File: src/rtl/spn_pkg.sv
// -----------------------------------------------------------------------------
// spn_pkg
// Shared definitions for the streaming permutation network (spn / spn_inv).
//   LANES           words carried per beat
//   DEF_DATA_WIDTH  default lane word width
//   word_t          one lane word at the default width
//   rd_state_t      read-side FSM state of spn_inv (also on its debug port)
//   stride_addr()   buffered-word index read for output position i
// -----------------------------------------------------------------------------
package spn_pkg;

  localparam int LANES          = 4;
  localparam int DEF_DATA_WIDTH = 16;

  typedef logic [DEF_DATA_WIDTH-1:0] word_t;

  typedef enum logic {
    RD_IDLE  = 1'b0,
    RD_DRAIN = 1'b1
  } rd_state_t;

  // Output position i takes buffered word (i mod S)*(F/S) + (i div S).
  // With F and S powers of two this is a rotation of the log2 index bits,
  // so only masks and shifts are needed.
  function automatic int unsigned stride_addr(input int unsigned i,
                                               input int unsigned frame_len,
                                               input int unsigned stride);
    int unsigned lg_s;
    int unsigned lg_f;
    lg_s = $clog2(stride);
    lg_f = $clog2(frame_len);
    return ((i & (stride - 1)) << (lg_f - lg_s)) | (i >> lg_s);
  endfunction

endpackage

File: src/rtl/spn_inv_bank.sv
// -----------------------------------------------------------------------------
// spn_inv_bank
// One frame of word storage. Writes a whole beat (LANES words) at the beat
// address; LANES independent combinational read ports.
//   clk      in   clock
//   i_we     in   write enable for the beat at i_wbeat
//   i_wbeat  in   beat address (words LANES*i_wbeat .. LANES*i_wbeat+LANES-1)
//   i_wdata  in   beat data, lane l -> word LANES*i_wbeat+l
//   i_raddr  in   per-lane word read address
//   o_rdata  out  per-lane read data
// Contents are not reset: a frame is always fully written before it is read.
// -----------------------------------------------------------------------------
module spn_inv_bank
  import spn_pkg::*;
#(
  parameter int DATA_WIDTH = 16,
  parameter int FRAME_LEN  = 64,
  parameter int BW         = $clog2(FRAME_LEN / 4),
  parameter int AW         = $clog2(FRAME_LEN)
) (
  input  logic                                clk,
  input  logic                                i_we,
  input  logic [BW-1:0]                       i_wbeat,
  input  logic [LANES-1:0][DATA_WIDTH-1:0]    i_wdata,
  input  logic [LANES-1:0][AW-1:0]            i_raddr,
  output logic [LANES-1:0][DATA_WIDTH-1:0]    o_rdata
);

  logic [DATA_WIDTH-1:0] r_mem [FRAME_LEN];

  always_ff @(posedge clk) begin
    if (i_we) begin
      for (int l = 0; l < LANES; l++) begin
        r_mem[{i_wbeat, 2'(l)}] <= i_wdata[l];
      end
    end
  end

  always_comb begin
    for (int l = 0; l < LANES; l++) begin
      o_rdata[l] = r_mem[i_raddr[l]];
    end
  end

endmodule

File: src/rtl/spn_inv.sv
// -----------------------------------------------------------------------------
// spn_inv
// Inverse streaming stride permutation, ping-pong buffered, one beat/cycle.
// Optional feature macro: SPN_INV_BYPASS_EN (adds the bypass input; a frame
// flagged at its first beat is emitted in arrival order).
//   clk            in   clock
//   rst            in   asynchronous reset, active low
//   input_stream   in   LANES words; lane l of beat b is word 4b+l
//   valid_in       in   qualifies the beat presented on the NEXT cycle
//   bypass         in   (SPN_INV_BYPASS_EN only) per-frame pass-through
//   output_stream  out  LANES words; lane l of beat b is position 4b+l
//   valid_out      out  qualifies the beat presented on the NEXT cycle
//   o_dbg_state    out  read FSM state
// Handshake: valid-before-data, no ready. valid_x high in cycle t means the
// data bus carries a beat in cycle t+1. The sink must accept every beat.
// -----------------------------------------------------------------------------
module spn_inv
  import spn_pkg::*;
#(
  parameter int DATA_WIDTH = 16,
  parameter int FRAME_LEN  = 64,
  parameter int STRIDE     = 4
) (
  input  logic                              clk,
  input  logic                              rst,
  input  logic [LANES-1:0][DATA_WIDTH-1:0]  input_stream,
  input  logic                              valid_in,
`ifdef SPN_INV_BYPASS_EN
  input  logic                              bypass,
`endif
  output logic [LANES-1:0][DATA_WIDTH-1:0]  output_stream,
  output logic                              valid_out,
  output rd_state_t                         o_dbg_state
);

  localparam int BEATS = FRAME_LEN / LANES;
  localparam int BW    = $clog2(BEATS);
  localparam int AW    = $clog2(FRAME_LEN);
  localparam logic [BW-1:0] LAST_BEAT = BW'(BEATS - 1);

  // Write side
  logic            r_vin;
  logic [BW-1:0]   r_wr_cnt;
  logic            r_wr_bank;
  logic [1:0]      r_full;
  // Read side
  rd_state_t       r_rd_state;
  rd_state_t       w_nxt_state;
  logic [BW-1:0]   r_rd_cnt;
  logic            r_rd_bank;
  logic [LANES-1:0][DATA_WIDTH-1:0] r_out;

  logic            w_wr_done;
  logic [1:0]      w_set_mask;
  logic [1:0]      w_clr_mask;
  logic [1:0]      w_full_now;
  logic            w_rd_last;
  logic [1:0]      w_we;
  logic            w_byp_sel;
  logic [LANES-1:0][AW-1:0]         w_raddr;
  logic [LANES-1:0][DATA_WIDTH-1:0] w_rdata [2];
  logic [LANES-1:0][DATA_WIDTH-1:0] w_rd_data;

  assign w_wr_done  = r_vin && (r_wr_cnt == LAST_BEAT);
  assign w_set_mask = w_wr_done ? (2'b01 << r_wr_bank) : 2'b00;
  assign w_rd_last  = (r_rd_state == RD_DRAIN) && (r_rd_cnt == LAST_BEAT);
  assign w_clr_mask = w_rd_last ? (2'b01 << r_rd_bank) : 2'b00;
  // A frame completing this cycle counts as full, so its drain can start
  // (or chain onto the previous drain) without a bubble.
  assign w_full_now = r_full | w_set_mask;
  assign w_we[0]    = r_vin && !r_wr_bank;
  assign w_we[1]    = r_vin &&  r_wr_bank;

`ifdef SPN_INV_BYPASS_EN
  logic [1:0] r_byp;
  always_ff @(posedge clk or negedge rst) begin
    if (!rst) begin
      r_byp <= 2'b00;
    end else if (r_vin && (r_wr_cnt == '0)) begin
      r_byp[r_wr_bank] <= bypass;
    end
  end
  assign w_byp_sel = r_byp[r_rd_bank];
`else
  assign w_byp_sel = 1'b0;
`endif

  // Write counter, bank select and full flags
  always_ff @(posedge clk or negedge rst) begin
    if (!rst) begin
      r_vin     <= 1'b0;
      r_wr_cnt  <= '0;
      r_wr_bank <= 1'b0;
      r_full    <= 2'b00;
    end else begin
      r_vin  <= valid_in;
      r_full <= (r_full & ~w_clr_mask) | w_set_mask;
      if (r_vin) begin
        r_wr_cnt <= r_wr_cnt + 1'b1;
        if (w_wr_done) r_wr_bank <= ~r_wr_bank;
      end
    end
  end

  // Read FSM: banks fill and drain strictly alternately, so the bank to
  // drain next is always r_rd_bank (the older one).
  always_comb begin
    w_nxt_state = r_rd_state;
    case (r_rd_state)
      RD_IDLE:  if (w_full_now[r_rd_bank]) w_nxt_state = RD_DRAIN;
      RD_DRAIN: if (w_rd_last && !w_full_now[~r_rd_bank]) w_nxt_state = RD_IDLE;
      default:  w_nxt_state = RD_IDLE;
    endcase
  end

  always_ff @(posedge clk or negedge rst) begin
    if (!rst) begin
      r_rd_state <= RD_IDLE;
      r_rd_cnt   <= '0;
      r_rd_bank  <= 1'b0;
      r_out      <= '0;
    end else begin
      r_rd_state <= w_nxt_state;
      if (r_rd_state == RD_DRAIN) begin
        r_rd_cnt <= r_rd_cnt + 1'b1;
        r_out    <= w_rd_data;
        if (w_rd_last) r_rd_bank <= ~r_rd_bank;
      end
    end
  end

  // Read addresses: position i = {beat, lane}
  always_comb begin
    for (int l = 0; l < LANES; l++) begin
      if (w_byp_sel) begin
        w_raddr[l] = {r_rd_cnt, 2'(l)};
      end else begin
        w_raddr[l] = AW'(stride_addr(32'({r_rd_cnt, 2'(l)}), FRAME_LEN, STRIDE));
      end
    end
  end

  for (genvar b = 0; b < 2; b++) begin : g_bank
    spn_inv_bank #(
      .DATA_WIDTH (DATA_WIDTH),
      .FRAME_LEN  (FRAME_LEN)
    ) u_bank (
      .clk     (clk),
      .i_we    (w_we[b]),
      .i_wbeat (r_wr_cnt),
      .i_wdata (input_stream),
      .i_raddr (w_raddr),
      .o_rdata (w_rdata[b])
    );
  end

  assign w_rd_data     = r_rd_bank ? w_rdata[1] : w_rdata[0];
  assign output_stream = r_out;
  assign valid_out     = (r_rd_state == RD_DRAIN) && rst;
  assign o_dbg_state   = r_rd_state;

endmodule

File: config.mk
export PLATFORM = sky130hd
export DESIGN_NAME = spn_inv
export DESIGN_NICKNAME = d
export VERILOG_FILES = /design/src/rtl/spn_pkg.sv /design/src/rtl/spn_inv_bank.sv /design/src/rtl/spn_inv.sv
export SDC_FILE = /design/constraint.sdc
export NUM_CORES = 2
export LEC_CHECK = 0
export CAP_MARGIN = 10
export CORE_MARGIN = 5
export CORE_UTILIZATION = 56
export DETAILED_ROUTE_END_ITERATION = 7
export GPL_ROUTABILITY_DRIVEN = 0
export HOLD_SLACK_MARGIN = 0.02
export PLACE_DENSITY = 0.87
export SETUP_SLACK_MARGIN = 0.5
export SLEW_MARGIN = 20
export SYNTH_ARGS = -nofsm -noshare
export SYNTH_HDL_FRONTEND = slang
export SYNTH_SLANG_ARGS = --single-unit
File: constraint.sdc
create_clock -name clk -period 7.3 [get_ports clk]
set_clock_uncertainty 0.05 [all_clocks]
set_input_delay 1.46 -clock clk [delete_from_list [all_inputs] [get_ports clk]]
set_output_delay 1.46 -clock clk [all_outputs]
set_load 0.03 [all_outputs]
==> flow_metrics.tcl <==
set metrics [dict create \
    status "finished clean" \
    drt_first_pass_iters 8 \
    clock-root-buffer "clkbuf_16" \
    async_reset_ff_share_pct 3.669 \
    powerDensity_mw_per_mm2 394.2 \
    worstReg2RegEnd "output_stream[33]" \
    wirelength_microns 230000 \
    worstMarginPinSlew_ns 1.223 \
    rr_worst_depth 5 \
    routedWlPerCell_microns 40.43 \
    clk_latency_ns 0.83 \
    initialDrtViolationCount 7585 \
    swShare_pct 32.05 \
    grt_pass1_wl_microns 318800 \
    critPathMaxStageDelay_ns 0.68 \
    comb_power_share_pct 28.8 \
    synth_top_family_by_area "multiplexers" \
    cts_tree "yes" \
    fp.dieH_microns 387.7 \
    synth_top_cell_by_area "edfxtp_1" \
    critPathCaptureType "primary output" \
    path_cells "buf_4 -> and2_1 -> clkdlybuf4s50_1" \
    drv_cap 0 \
    rsz0062_at_grt "no" \
    drive_gt1_share_pct 26.05 \
    synthXorXnorAreaFrac_pct 0.08772 \
    die-area_sq_mm 0.1503 \
    vdd_drop_max_mv 0.4586 \
    syn_inst 3392 \
    slew_headroom_pct 18.30 \
    slew_viol_final 0 \
    synth_compound_area_share_pct 3.039 \
    antenna_found_initial 12 \
    synth-main-ff-cell "edfxtp_1" \
    hold_class "reg2reg" \
    htreeDepth 4 \
    synth_area_sq_mm 0.07988 \
    synth.most_common_cell "edfxtp_1" \
    fillers 8494 \
    grt_max_degree 154 \
    min_to "output_stream[47]" \
    period_minus_slack_ns 4.490 \
    min_from "output_stream[47]" \
    antenna_left 0 \
    r2r_setup_slack_ns 3.50 \
    via_count 41220 \
    hold_buffers 0 \
    core.rowCount 138 \
    cts_resized 0 \
    start_util_pct 56.41 \
    io_pins 133 \
    synth_adder_area_share_pct 0.07832 \
    p_seq_share_pct 42.9 \
    hold_viol_final 0 \
    post_cts_buffers 0 \
    path_max_fanout 40 \
    cts_buffers 188 \
    gr-total-overflow 0 \
    grt_pass1_vias 42370 \
    dpl.hpwl_microns 109800 \
    p_int_mw 24.13 \
    start_kind "input port" \
    crit_path_top_delay_cell "clkdlybuf4s50_1" \
    crit_type "in2out" \
    finalSetupTns_ns 0 \
    ys_types 46 \
    synthSimpleGateAreaFrac_pct 1.054 \
    arrival_ns 2.98 \
    hold_depth 1 \
    cp.buffers_inverters 2 \
    synth_top_area_share_pct 76.99 \
    synth.yosys.warnings 0 \
    synthTopCellsByArea "edfxtp_1 (77%), mux4_2 (14%), dfrtp_1 (2.4%)" \
    syn_avg_cell_area_sq_um 23.55 \
    die_w_microns 387.7 \
    r2r_start "r_rd_cnt[2]" \
    period_share_pct 61.51 \
    drc 0 \
    setup_viol 0 \
    p_leak_nw 28.30 \
    path_delay_family "buffers and inverters" \
    clk_pin_slew_worst_paths_ns 0.06 \
    fmax_mhz 222.7 \
    nNetsFinal 3705 \
    synth_top_cells_by_count "edfxtp_1 (2048), mux4_2 (512), a22oi_1 (128)" \
    area_growth_pct 12.76 \
    p_clk_share_pct 28.3 \
    synth_mux_area_share_pct 15.03 \
    core_sq_mm 0.1416 \
    ys_seq_area_share_pct 79.44 \
    max-clock-path-buffers 3 \
    port_buffers 132 \
    cts.sinks 2126 \
    syn_nets 3464 \
    synth-edff-count 2048 \
    grt.total_usage_pct 30.05 \
    ys_ff_latch 2126 \
    whs_ns 0.4632 \
    required_ns 5.79 \
    viasPerCell 7.246 \
    p_switching_mw 11.38 \
]
[power groups by stage]
stage	logic, mW	registers (mW)	clock network [mW]
after floorplan	6.41	15.2	0
after global placement	9.25	15.3	0
after detailed placement	9.63	15.4	0
after CTS	10.0	15.2	10.0
after global routing	10.5	15.3	10.7
final	10.2	15.2	10.0
[cell families after synthesis]
family,count (synthesis)
flops,2126
mux,557
compound gates,327
buf+inv,209
simple gates,160
xor+xnor,8
fa+ha+maj,5
[metrics by stage]
| stage | utilization, % | setup WS [ns] | instance area (sq um) | instances | total power [mW] |
|---|---|---|---|---|---|
| 2_1_floorplan | - | 1.507 | 79890 | 3392 | 21.57 |
| 3_3_place_gp | 59.09 | 2.864 | 83660 | 5319 | 24.54 |
| 3_5_place_dp | 59.05 | 2.830 | 83610 | 5319 | 25.02 |
| 4_1_cts | 63.36 | 2.825 | 89710 | 5672 | 35.27 |
| 5_1_grt | 63.61 | 2.758 | 90060 | 5686 | 36.46 |
| 6_report | 63.61 | 2.810 | 90070 | 5689 | 35.50 |
[placed cells by master, fill, tap and decap left out, types with 38 or more instances in the layout]
| master | n |
|---|---|
| edfxtp_1 | 2048 |
| dfrtp_1 | 73 |
| clkinv_2 | 38 |
| o22ai_1 | 80 |
| a221o_1 | 45 |
| clkbuf_16 | 194 |
| nand2_1 | 50 |
| clkdlybuf4s50_1 | 113 |
| mux4_2 | 512 |
| buf_4 | 90 |
| clkbuf_1 | 57 |
| a22oi_1 | 128 |
[worst max-delay path by stage]
| stage | start | endpoint | slack (ns) | depth (start not counted) |
|---|---|---|---|---|
| after CTS | rst | valid_out | 2.82 | 3 |
| after global routing | rst | valid_out | 2.76 | 3 |
| after floorplan | r_wr_cnt[0] | g_bank[0].u_bank.r_mem[16][0] | 1.51 | 4 |
| final | rst | valid_out | 2.81 | 3 |
| after global placement | rst | valid_out | 2.86 | 3 |
| after detailed placement | rst | valid_out | 2.83 | 3 |
[state kept, by name, summed over array words and instances (netlist names)]
| register | cells |
|---|---|
| r_vin | 1 |
| r_rd_bank | 1 |
| r_wr_cnt | 4 |
| output_stream | 64 |
| o_dbg_state | 1 |
| r_full | 2 |
| r_rd_cnt | 4 |
| g_bank.u_bank.r_mem | 2048 |
| r_wr_bank | 1 |
[cell type report]
class / instances / area (sq um) / area share [%]
multi-input combinational: 1057 / 15640 / 17.36
sequential: 2126 / 63460 / 70.46
clock buffer: 262 / 5220 / 5.796
inverter: 16 / 60.06 / 0.06668
clock inverter: 91 / 877.1 / 0.9738
antenna: 3 / 7.507 / 0.008335
timing repair buffer: 244 / 2440 / 2.709
tap: 1890 / 2365 / 2.626
[routing by layer]
layer,wire length (microns),track usage (%)
met5,69,0
met4,14710,15.21
met3,31770,7.676
met2,114900,49.46
met1,68560,37.51
Note: power is estimated with default switching activity, not from simulation.
